===== config.mk =====
export PLATFORM = sky130hd
export DESIGN_NAME = queue_enq_arbiter
export DESIGN_NICKNAME = d
export VERILOG_FILES = /design/src/rtl/queue_enq_arbiter.sv
export SDC_FILE = /design/constraint.sdc
export NUM_CORES = 1
export LEC_CHECK = 0
export BUFFER_PORTS_ARGS = -buffer_cell sky130_fd_sc_hd__buf_2
export CORE_UTILIZATION = 29
export CTS_BUF_LIST = sky130_fd_sc_hd__clkbuf_4
export DETAILED_ROUTE_END_ITERATION = 16
export GPL_ROUTABILITY_DRIVEN = 0
export PLACE_DENSITY_LB_ADDON = 0.12
export SYNTH_ARGS = -nofsm -noshare
export SYNTH_HDL_FRONTEND = slang
export SYNTH_SLANG_ARGS = --single-unit

===== constraint.sdc =====
create_clock -name clk -period 2.93 [get_ports clk]
set_input_delay 0.4395 -clock clk [delete_from_list [all_inputs] [get_ports clk]]
set_output_delay 0.4395 -clock clk [all_outputs]
set_load 0.05 [all_outputs]

===== src/rtl/queue_enq_arbiter.sv =====
// queue_enq_arbiter: round-robin arbiter sharing one queue enqueue port among
// num_reqs en/rdy producers, with an optional burst lock (max_burst > 1).
// Optional statistics counters are built when QUEUE_ENQ_ARB_STATS_EN is defined.
//
// Handshake: requester i transfers in a cycle exactly when reqs_val[i] and
// reqs_rdy[i] are both high; reqs_rdy is one-hot or zero, never depends on a
// requester other than the granted one, and q_enq_en mirrors that transfer.
module queue_enq_arbiter #(
  parameter int data_width = 32,
  parameter int num_reqs   = 4,
  parameter int max_burst  = 1,
  parameter int idx_width  = $clog2(num_reqs)
) (
  input  logic                             clk,
  input  logic                             reset,
  input  logic [num_reqs-1:0]              reqs_val,
  output logic [num_reqs-1:0]              reqs_rdy,
  input  logic [num_reqs*data_width-1:0]   reqs_msg,
  output logic                             q_enq_en,
  input  logic                             q_enq_rdy,
  output logic [data_width-1:0]            q_enq_msg,
`ifdef QUEUE_ENQ_ARB_STATS_EN
  output logic [31:0]                      stall_cnt,
  output logic [31:0]                      xfer_cnt,
`endif
  output logic [idx_width-1:0]             grant_idx
);

  localparam int cnt_width = $clog2(max_burst + 1);

  typedef enum logic {IDLE, LOCKED} state_t;

  state_t               state;
  logic [idx_width-1:0] prio_ptr;
  logic [idx_width-1:0] owner;
  logic [cnt_width-1:0] burst_cnt;

  logic                 rr_found;
  logic [idx_width-1:0] rr_idx;
  logic                 lock_hold;
  logic                 gnt_valid;
  logic [idx_width-1:0] gnt_idx;
  logic                 xfer;

  // Round-robin search starting at prio_ptr, wrapping past num_reqs-1 to 0.
  always_comb begin
    logic [idx_width:0] cand;
    rr_found = 1'b0;
    rr_idx   = '0;
    cand     = '0;
    for (int k = 0; k < num_reqs; k++) begin
      cand = {1'b0, prio_ptr} + (idx_width+1)'(k);
      if (cand >= (idx_width+1)'(num_reqs)) cand = cand - (idx_width+1)'(num_reqs);
      if (!rr_found && reqs_val[cand[idx_width-1:0]]) begin
        rr_found = 1'b1;
        rr_idx   = cand[idx_width-1:0];
      end
    end
  end

  // Grant selection: a live lock pins the owner, otherwise round-robin wins.
  always_comb begin
    lock_hold = (state == LOCKED) && reqs_val[owner];
    gnt_valid = 1'b0;
    gnt_idx   = '0;
    if (!reset && q_enq_rdy) begin
      if (lock_hold) begin
        gnt_valid = 1'b1;
        gnt_idx   = owner;
      end else if (rr_found) begin
        gnt_valid = 1'b1;
        gnt_idx   = rr_idx;
      end
    end
  end

  // Output datapath: one-hot ready, strobe and message mux of the winner.
  always_comb begin
    reqs_rdy  = '0;
    q_enq_msg = '0;
    for (int k = 0; k < num_reqs; k++) begin
      if (gnt_valid && gnt_idx == idx_width'(k)) begin
        reqs_rdy[k] = 1'b1;
        q_enq_msg   = reqs_msg[k*data_width +: data_width];
      end
    end
    q_enq_en  = |(reqs_val & reqs_rdy);
    xfer      = q_enq_en;
    grant_idx = gnt_valid ? gnt_idx : '0;
  end

  // Arbiter state: priority pointer, burst owner/count and IDLE/LOCKED FSM.
  always_ff @(posedge clk) begin
    if (reset) begin
      state     <= IDLE;
      prio_ptr  <= '0;
      owner     <= '0;
      burst_cnt <= '0;
    end else if (lock_hold) begin
      // Owner still valid: count its transfers, hold everything on backpressure.
      if (xfer) begin
        if (burst_cnt + cnt_width'(1) == cnt_width'(max_burst)) begin
          state     <= IDLE;
          burst_cnt <= '0;
        end else begin
          burst_cnt <= burst_cnt + cnt_width'(1);
        end
      end
    end else if (xfer) begin
      // IDLE, or a lock broken by its owner dropping valid: plain arbitration.
      prio_ptr <= (gnt_idx == idx_width'(num_reqs - 1)) ? '0 : gnt_idx + idx_width'(1);
      if (max_burst > 1) begin
        state     <= LOCKED;
        owner     <= gnt_idx;
        burst_cnt <= cnt_width'(1);
      end else begin
        state     <= IDLE;
        burst_cnt <= '0;
      end
    end else begin
      state     <= IDLE;
      burst_cnt <= '0;
    end
  end

`ifdef QUEUE_ENQ_ARB_STATS_EN
  // Saturating counters of stalled-demand cycles and transfer cycles.
  always_ff @(posedge clk) begin
    if (reset) begin
      stall_cnt <= '0;
      xfer_cnt  <= '0;
    end else begin
      if ((|reqs_val) && !q_enq_rdy && stall_cnt != 32'hFFFF_FFFF)
        stall_cnt <= stall_cnt + 32'd1;
      if (q_enq_en && xfer_cnt != 32'hFFFF_FFFF)
        xfer_cnt <= xfer_cnt + 32'd1;
    end
  end
`endif

endmodule


Word level (Yosys, flattened, before mapping)
Cells that the tools add are included.
Storage, ports and cells
  flip-flop bits (word level): 2
  input port bits: 135
  output and inout port bits: 39
Cells by class
  add/sub/neg operators: 8
  $lt $le $gt $ge: 8
  eq/ne operators: 3
  multiplexer cells: 34
  bitwise logic cells: 1
  reduce and logical (&&, ||, !) cells: 14
Operators with widths (count)
  32-bit 2-to-1 mux: 4
  2-bit 2-to-1 mux: 12
  1-bit 2-to-1 mux: 14
  2-bit by 3-bit < comparator with 1-bit output (second input constant): 4
  3-bit >= comparator (second input constant): 3
  1-bit binary-select mux with 2-bit select: 4
  1-bit logical AND: 8
  2-bit by 1-bit subtractor with 2-bit output (second input constant): 4
  2-bit by 2-bit adder with 3-bit output (second input constant): 2
  4-bit bitwise AND: 1
  2-bit == test (second input constant): 2
  1-bit zero test: 4
  4-bit OR reduction: 1
  2-bit by 1-bit adder with 3-bit output (second input constant): 1
  2-bit by 3-bit >= comparator with 1-bit output (second input constant): 1
  2-bit by 1-bit adder with 2-bit output (second input constant): 1
  2-bit by 1-bit == test with 1-bit output (second input constant): 1
  2-bit zero test: 1

Logic depth before layout (Yosys ltp)
Gate-level depths: netlist of run 1.
  word-level depth: 22
  mapped depth: 12
  depth with buffers taken out: 10

Least setup slack after synthesis of run 1
No wires, ideal clock.
  kind: input port to output port
  start point: input reqs_val[0]
  end point: output q_enq_msg[13]
  arrival time: 3231 ps
  setup slack: -741 ps
  cell stages on the path: 11
  path buffers: 3
  cell sequence: or4_1 -> and3b_1 -> buf_6 -> clkbuf_1 -> nand2_1 -> ha_1 -> and2_4 -> nor2b_4 -> buf_6 -> a22oi_2 -> a22oi_1
On the way
  longest elaborated chain between the ends: 20
Ends and longest elaborated chain
  start, declared: line 16  | input logic [num_reqs-1:0] reqs_val,
  1-bit binary-select mux with 2-bit select: line 54  | if (!rr_found && reqs_val[cand[idx_width-1:0]]) begin
  1-bit 2-to-1 mux (implied by the code): line 54
  1-bit 2-to-1 mux: line 54
  1-bit zero test: line 54
  1-bit logical AND: line 54
  1-bit 2-to-1 mux: line 54
  1-bit zero test: line 54
  1-bit logical AND: line 54
  (+2 left out)
  1-bit logical AND: line 54
  2-bit 2-to-1 mux or 1-bit 2-to-1 mux (tied branches): line 54
  2-bit 2-to-1 mux: line 70  | end else if (rr_found) begin
  2-bit 2-to-1 mux: line 66  | if (!reset && q_enq_rdy) begin
  2-bit zero test: line 82  | if (gnt_valid && gnt_idx == idx_width'(k)) begin
  1-bit logical AND: line 82
  32-bit 2-to-1 mux (3 in a row): line 82
  32-bit 2-to-1 mux *: line 82
  end, declared: line 21  | output logic [data_width-1:0] q_enq_msg,
Mark *: on every way between the ends. The rest lies on a longest branch, timed or not. The select of a mux whose other input is x is not followed.

Final worst setup path of run 1
  start point: input reqs_val[0]
  end point: output q_enq_msg[30]
The elaborated chain is that of the path after synthesis.

==> impl_metrics.ini, run 1 <==
[global_route]
grt_pass1_vias = 2483
grt_max_degree = 34
grt.total_usage = 0.295
grt_overflow = 0
grt_pass1_wl_microns = 11800
grt_antenna_before_repair = 0

[timing]
fin_crit_sh = 1.00
fin_skew_ps = 10.1
setup_viol_count_final = 1
worst_pin_slew_ps = 312
whs_ps = 410
slew_headroom = 0.792
tns_ps = -2.90
final_max_slew_viol_count = 0
fmax_mhz = 341
fin_crit_ps = 2930
fin_ws_ps = -2.90
finalHoldViolations = 0
grt_setup_unrepaired = true

[drt]
ant_nets = 0
first_pass_iters = 4
via_per_inst = 5.75
drcViolationCount = 0
wl_microns = 7910
vias = 2552
drt-wirelength-per-cell_microns = 17.8
drt_iter0_markers = 93

[cells_and_area]
drive_gt1_frac = 0.763
layout_common_cells = buf_2 (139), buf_6 (35), buf_4 (23), a22oi_2 (22), a21oi_4 (22)
fin_cells = 444
area_growth_syn_to_layout_pct = 175
multi_input_area_sq_um = 1910
finalCoreUtilization = 0.830
final_nets = 531
fillCellCount = 263
largest_reg_flops = 2
largest_register = prio_ptr
layout_commonest_cell = buf_2
seq_area_sq_um = 41.3
n_antenna_cell = 0
reg_top3 = prio_ptr (2)

[clocking]
cts_root_buffer = clkbuf_4
numCtsBuffers = 3
h-tree-depth = 1
clk_path_buf_depth = 2
clk-insertion-delay-late_ps = 230
cts_tree = yes
clk_pin_slew_ps = 30
hold_buffers = 0
cts_sinks = 2

[placed_design]
place_hpwl_microns = 5180
dp.cells = 431
dp_slack_ps = -216
io_buffers = 173

[yosys]
postSynthAreaPerCell_sq_um = 6.50
yosysWarnings = 0
ys_seq_area_frac = 0.0305
netlist-cell-type-count = 34
synth_area_sq_um = 1310
ys_seq_elements = 2
synth-edff-count = 0
async_reset_ff_frac = 0
syn-num-nets = 339
ys.flop_type = dfxtp_1
syn_inst = 202

[critical_path]
cp_max_fo = 6
worstSetupStartpointType = input pin
path_class = in2out
arrival_ps = 2490
r2r_cells = 9
r2r_slack_ps = 660
endpoint_kind = output port
cp-startpoint = reqs_val[0]
r2r-start = prio_ptr[0]
r2r_end = prio_ptr[1]
worstPathRequired_ps = 2490
crit_end = q_enq_msg[30]

[floorplanning]
fp.coreArea_sq_um = 4350
die_area_sq_um = 4800
io_pins = 174
initial_core_util = 0.301
die_h_microns = 69.3
die_w_microns = 69.3
rows = 24

[worst_hold_path]
hp-class = in2reg

[pwr]
ir_drop_mv = 0.264
p_per_area_nw_per_um2 = 264
p_leak_nw = 1.52

[status]
status = complete, but fails checks
violations = setup timing

[flow_run]
max-cap-violations = 0
## stage by stage
stage	total power, W	instance area, sq um
6_report	0.000954	3610
5_1_grt	0.00100	3610
4_1_cts	0.000891	3280
3_5_place_dp	0.000733	2910
3_3_place_gp	0.000727	2910
2_1_floorplan	0.000496	1830
## critical path: stages
cell and delay (ps):
buf_6 90, or4_4 530, and3b_2 270, nand2_4 100
inv_1 70, ha_4 180, buf_12 150, clkbuf_16 170
a221oi_4 230, a21oi_4 100, buf_8 160
## Yosys cell counts, types with 2 or more instances
library cell	n	area share
or4_1	2	0.011
nor2_1	17	0.049
dfxtp_1	2	0.031
a221oi_1	20	0.13
nor2b_1	4	0.019
nand2b_1	2	0.0095
ha_1	2	0.019
o2bb2ai_1	12	0.080
o21ai_0	21	0.080
clkbuf_1	18	0.051
inv_1	5	0.014
o21ai_1	2	0.0076
a22oi_1	14	0.080
nand3_1	21	0.080
a22oi_2	10	0.095
buf_6	2	0.017
buf_2	4	0.015
nand2_1	3	0.0086
a21oi_1	26	0.099
## where the power goes
group	total (W)	switching, W	internal (W)
clock network	0.0000642	0.0000188	0.0000454
registers	0.0000337	0.00000376	0.0000299
logic	0.000856	0.000483	0.000373
## layer usage
layer  track usage  vias up  wire length (microns)
met5             0        -                      0
met4        0.0884        0                    210
met3        0.0305       26                    443
met2         0.554      130                   4240
met1         0.349     1201                   3010
li1              -     1195                      -
## what timing repair did
action | CTS | global route
endpoints found under the setup margin | 33 | 33
pin swaps | 4 | 8
gates cloned | 0 | 5
buffers inserted | 1 | 4
resized for setup | 84 | 40
## cell type report
| class | instances | area share |
|---|---|---|
| Inverter | 5 | 0.00727 |
| Clock buffer | 3 | 0.00623 |
| Multi-Input combinational cell | 171 | 0.530 |
| Tap cell | 52 | 0.0180 |
| Sequential cell | 2 | 0.0114 |
| Timing Repair Buffer | 211 | 0.427 |
## worst min path at each step
| stage | startpoint | end | slack [ps] | cells past startpoint |
|---|---|---|---|---|
| after CTS | reset | prio_ptr[0] | 390 | 2 |
| after floorplan | prio_ptr[0] | prio_ptr[0] | 500 | 2 |
| after global routing | reset | prio_ptr[0] | 410 | 2 |
| after global placement | prio_ptr[0] | prio_ptr[0] | 540 | 2 |
| final | reset | prio_ptr[0] | 410 | 2 |
| after detailed placement | prio_ptr[0] | prio_ptr[0] | 560 | 2 |
## cells by family after synthesis
group           count (synthesis)  share of synthesized area
fa+ha+maj                       2                     0.0191
compound gates                110                      0.607
flops                           2                     0.0305
xor+xnor                        1                    0.00667
mux                             1                    0.00858
buf+inv                        29                     0.0982
simple gates                   57                      0.230
Note: power is estimated with default switching activity, not from simulation.
==> run 2, diff against run 1 <==
--- a/config.mk
+++ b/config.mk
@@ -6,11 +6,13 @@
 export NUM_CORES = 1
 export LEC_CHECK = 0
 export BUFFER_PORTS_ARGS = -buffer_cell sky130_fd_sc_hd__buf_2
+export CORE_MARGIN = 3
 export CORE_UTILIZATION = 29
 export CTS_BUF_LIST = sky130_fd_sc_hd__clkbuf_4
 export DETAILED_ROUTE_END_ITERATION = 16
 export GPL_ROUTABILITY_DRIVEN = 0
 export PLACE_DENSITY_LB_ADDON = 0.12
+export SKIP_LAST_GASP = 1
 export SYNTH_ARGS = -nofsm -noshare
 export SYNTH_HDL_FRONTEND = slang
 export SYNTH_SLANG_ARGS = --single-unit
==> impl_metrics.ini, run 2 (synthesis gave the netlist of run 1 again) <==
[status]
status = complete, but fails checks
violations = setup timing

[floorplanning]
initial_core_util = 0.315
rows = 23
io_pins = 174
die_w_microns = 73.3
fp.coreArea_sq_um = 4170
die_h_microns = 73.3
die_area_sq_um = 5370

[cells_and_area]
layout_commonest_cell = buf_2
n_antenna_cell = 0
drive_gt1_frac = 0.760
largest_register = prio_ptr
seq_area_sq_um = 41.3
area_growth_syn_to_layout_pct = 166
layout_common_cells = buf_2 (138), buf_6 (33), buf_4 (23), a21oi_4 (22)
multi_input_area_sq_um = 1800
largest_reg_flops = 2
fillCellCount = 259
reg_top3 = prio_ptr (2)
final_nets = 530

[drt]
drt_iter0_markers = 127
via_per_inst = 6.01
first_pass_iters = 4
wl_microns = 9250
vias = 2650
drcViolationCount = 0
ant_nets = 0
drt-wirelength-per-cell_microns = 21.0

[timing]
fin_crit_sh = 1.03
fmax_mhz = 333
fin_ws_ps = -77.2
fin_skew_ps = 12.7
whs_ps = 432
finalHoldViolations = 0
final_max_slew_viol_count = 0
slew_headroom = 0.762
setup_viol_count_final = 10
grt_setup_unrepaired = true
fin_crit_ps = 3010
worst_pin_slew_ps = 357

[clocking]
cts_root_buffer = clkbuf_4
clk_path_buf_depth = 2
hold_buffers = 0
cts_sinks = 2
cts_tree = yes
numCtsBuffers = 3
h-tree-depth = 1
clk_pin_slew_ps = 40
clk-insertion-delay-late_ps = 230

[global_route]
grt_pass1_wl_microns = 11900
grt_pass1_vias = 2573
grt.total_usage = 0.279
grt_overflow = 0
grt_max_degree = 34
grt_antenna_before_repair = 0

[critical_path]
cp-startpoint = reqs_val[3]
endpoint_kind = output port
worstSetupStartpointType = input pin
path_class = in2out
arrival_ps = 2570
r2r-start = prio_ptr[0]
critical-path-slowest-cell = or4_4
worstPathRequired_ps = 2490
cpPeakStageDelay_ps = 540
cp_max_fo = 3
crit_path_cell_trace = buf_6, or4_4, and3b_2, nand2_4, inv_4, ha_4, or4_4, a21oi_4, a21oi_4, buf_6

[pwr]
p_per_area_nw_per_um2 = 267
ir_drop_mv = 0.282
p_leak_nw = 1.49
finalPower_w = 0.000931

[worst_hold_path]
hp-class = in2reg
min_from = reset

[flow_run]
max-cap-violations = 0

[placed_design]
dp_slack_ps = -189
io_buffers = 173
place_hpwl_microns = 5960
==> run 2: cell count changes in the layout (fill, tap and decap cells not counted), sizes merged <==
cell / previous run / this run
buf: 207 / 206
==> run 2: timing repair <==
| item | CTS | global route |
|---|---|---|
| pin swaps | 7 | 5 |
| setup endpoints to repair | 32 | 34 |
| gates cloned | 0 | 4 |
| buffers inserted | 3 | 2 |
| resized for setup | 67 | 50 |
==> run 2: power by group <==
| group | switching, W | internal [W] |
|---|---|---|
| Clock | 0.0000184 | 0.0000454 |
| Combinational | 0.000480 | 0.000353 |
| Sequential | 0.00000386 | 0.0000299 |
| Total | 0.000503 | 0.000429 |
==> run 2: area by class of cell <==
| cell class | instances | area share |
|---|---|---|
| multi-input cells | 171 | 0.516 |
| flip-flops and latches | 2 | 0.0118 |
| clock buffers | 3 | 0.00646 |
| repair buffers | 210 | 0.440 |
| well taps | 50 | 0.0179 |
| inverters | 5 | 0.00826 |
==> run 2: stage by stage <==
step	util	cell area (sq um)	std cells	TNS, ps
6_report	0.835	3490	441	-253
5_1_grt	0.835	3490	441	-1340
3_3_place_gp	0.696	2910	429	-3150
3_5_place_dp	0.696	2910	429	-4980
4_1_cts	0.764	3190	435	-199
2_1_floorplan	-	1830	202	-3180
==> run 2: worst paths after layout <==
kind	end	slack [ps]	cells after the start
setup / recovery	q_enq_msg[29]	-80	10
hold / removal	prio_ptr[0]	430	2
setup reg to reg	prio_ptr[1]	490	10
hold reg to reg	prio_ptr[0]	530	2
==> run 2: layer usage <==
| layer | vias up | global-route usage | wire [microns] |
|---|---|---|---|
| met5 | - | 0 | 0 |
| met4 | 0 | 0.0984 | 314 |
| met3 | 26 | 0.0369 | 767 |
| met2 | 170 | 0.547 | 4960 |
| met1 | 1264 | 0.296 | 3200 |
| li1 | 1190 | - | - |
==> run 2: critical path, delay by kind of cell <==
family          cells  cell delay, ps
compound gates      2             200
fa+ha+maj           1             160
buf+inv             3             290
simple gates        4            1460
==> run 3, diff against run 2 <==
--- a/config.mk
+++ b/config.mk
@@ -11,6 +11,7 @@
 export CTS_BUF_LIST = sky130_fd_sc_hd__clkbuf_4
 export DETAILED_ROUTE_END_ITERATION = 16
 export GPL_ROUTABILITY_DRIVEN = 0
+export MAX_ROUTING_LAYER = met4
 export PLACE_DENSITY_LB_ADDON = 0.12
 export SKIP_LAST_GASP = 1
 export SYNTH_ARGS = -nofsm -noshare
==> impl_metrics.ini, run 3 (synthesis gave the netlist of run 1 again) <==
[timing]
fin_crit_ps = 3010
fin_crit_sh = 1.03
fin_skew_ps = 13.1
final_max_slew_viol_count = 0
setup_viol_count_final = 10
worst_pin_slew_ps = 353
fin_ws_ps = -76.0
finalHoldViolations = 0
fmax_mhz = 333
slew_headroom = 0.765
grt_setup_unrepaired = true

[worst_hold_path]
hp-class = in2reg
holdPathStages = 2

[critical_path]
cp_num_buf_inv = 3
critical-path-slowest-cell = or4_4
crit_path_cell_trace = buf_6, or4_4, and3b_2, nand2_4, inv_4, ha_4, or4_4, a21oi_4, a21oi_4, buf_6
cp_max_fo = 3
endpoint_kind = output port
critPathTopFamily = simple AND/OR/NAND/NOR gates
cpPeakStageDelay_ps = 540
worstPathRequired_ps = 2490
path_class = in2out
worstSetupStartpointType = input pin
arrival_ps = 2570
r2r_cells = 10
path_depth = 10

[global_route]
grt_pass1_vias = 2568
grt_max_degree = 34
grt_antenna_before_repair = 0
grt_pass1_wl_microns = 11900
grt.total_usage = 0.287
grt_overflow = 0

[clocking]
clk_pin_slew_ps = 40
cts_root_buffer = clkbuf_4
hold_buffers = 0
numCtsBuffers = 3
clk_path_buf_depth = 2
clk-insertion-delay-late_ps = 230
h-tree-depth = 1
cts_sinks = 2
cts_tree = yes

[cells_and_area]
reg_top3 = prio_ptr (2)
largest_reg_flops = 2
largest_register = prio_ptr
layout_commonest_cell = buf_2
layout_common_cells = buf_2 (138), buf_6 (33), buf_4 (23), a21oi_4 (22)
drive_gt1_frac = 0.760
area_growth_syn_to_layout_pct = 166
n_antenna_cell = 0
final_nets = 530
fin_cells = 441

[pwr]
ir_drop_mv = 0.282
p_leak_nw = 1.49
p_per_area_nw_per_um2 = 267
finalPower_w = 0.000931

[floorplanning]
io_pins = 174
die_h_microns = 73.3
fp.coreArea_sq_um = 4170
initial_core_util = 0.315
die_area_sq_um = 5370
rows = 23
die_w_microns = 73.3

[drt]
ant_nets = 0
first_pass_iters = 4
drt-wirelength-per-cell_microns = 20.8
vias = 2649
drcViolationCount = 0
via_per_inst = 6.01
drt_iter0_markers = 133
wl_microns = 9190

[placed_design]
dp.cells = 429
place_hpwl_microns = 5960
io_buffers = 173

[status]
status = complete, but fails checks
violations = setup timing

[flow_run]
max-cap-violations = 0
==> run 3: cell counts in the layout (fill, tap and decap cells not counted) <==
Identical to the previous run, type by type.
==> run 3: final timing paths <==
check                        to  slack [ps]        start
hold reg to reg     prio_ptr[0]         520  prio_ptr[0]
hold / removal      prio_ptr[0]         430        reset
setup / recovery  q_enq_msg[29]         -80  reqs_val[3]
setup reg to reg    prio_ptr[1]         490  prio_ptr[0]
==> run 3: what timing repair did <==
item	CTS	global route
endpoints found under the setup margin	32	34
pin swaps	7	5
resized for setup	67	50
buffers inserted	3	2
cloned	0	4
==> run 3: metrics by stage <==
stage / hold WS [ps] / utilization / TNS [ps] / setup slack (ps) / instance area, sq um
floorplan: 499 / - / -3180 / -285 / 1830
global placement: 552 / 0.696 / -3150 / -137 / 2910
detailed placement: 547 / 0.696 / -4980 / -189 / 2910
CTS: 400 / 0.764 / -199 / -58.7 / 3190
global route: 425 / 0.835 / -1320 / -203 / 3490
finish: 433 / 0.835 / -242 / -76.0 / 3490
==> run 3: report_power, final <==
group | leakage (nW) | switching [W] | internal, W
Combinational | 1.46 | 0.000480 | 0.000353
Clock | 0.0138 | 0.0000185 | 0.0000454
Sequential | 0.0167 | 0.00000384 | 0.0000299
==> run 3: per-layer routing <==
| metal | GRT usage | up-vias | wire (microns) |
|---|---|---|---|
| li1 | - | 1192 | - |
| met4 | 0.0984 | 0 | 348 |
| met2 | 0.550 | 194 | 4920 |
| met3 | 0.0274 | 36 | 731 |
| met1 | 0.300 | 1227 | 3190 |
| met5 | - | - | 0 |
==> run 3: worst reg2reg max path, stage by stage (launching register included) <==
cell      delay, ps
dfxtp_2         370
and2b_1         230
o21bai_1        190
and3_2          240
nand2_4          80
ha_4            170
buf_4           210
a22oi_1         300
a21oi_2         100
buf_4           140
mux2_1          290
==> run 3: cell type report <==
class / count / area, sq um
clock buffers: 3 / 22.5
fillers: 259 / 687
inverters: 5 / 28.8
multi-input cells: 171 / 1800
flip-flops and latches: 2 / 41.3
well taps: 50 / 62.6
repair buffers: 210 / 1530
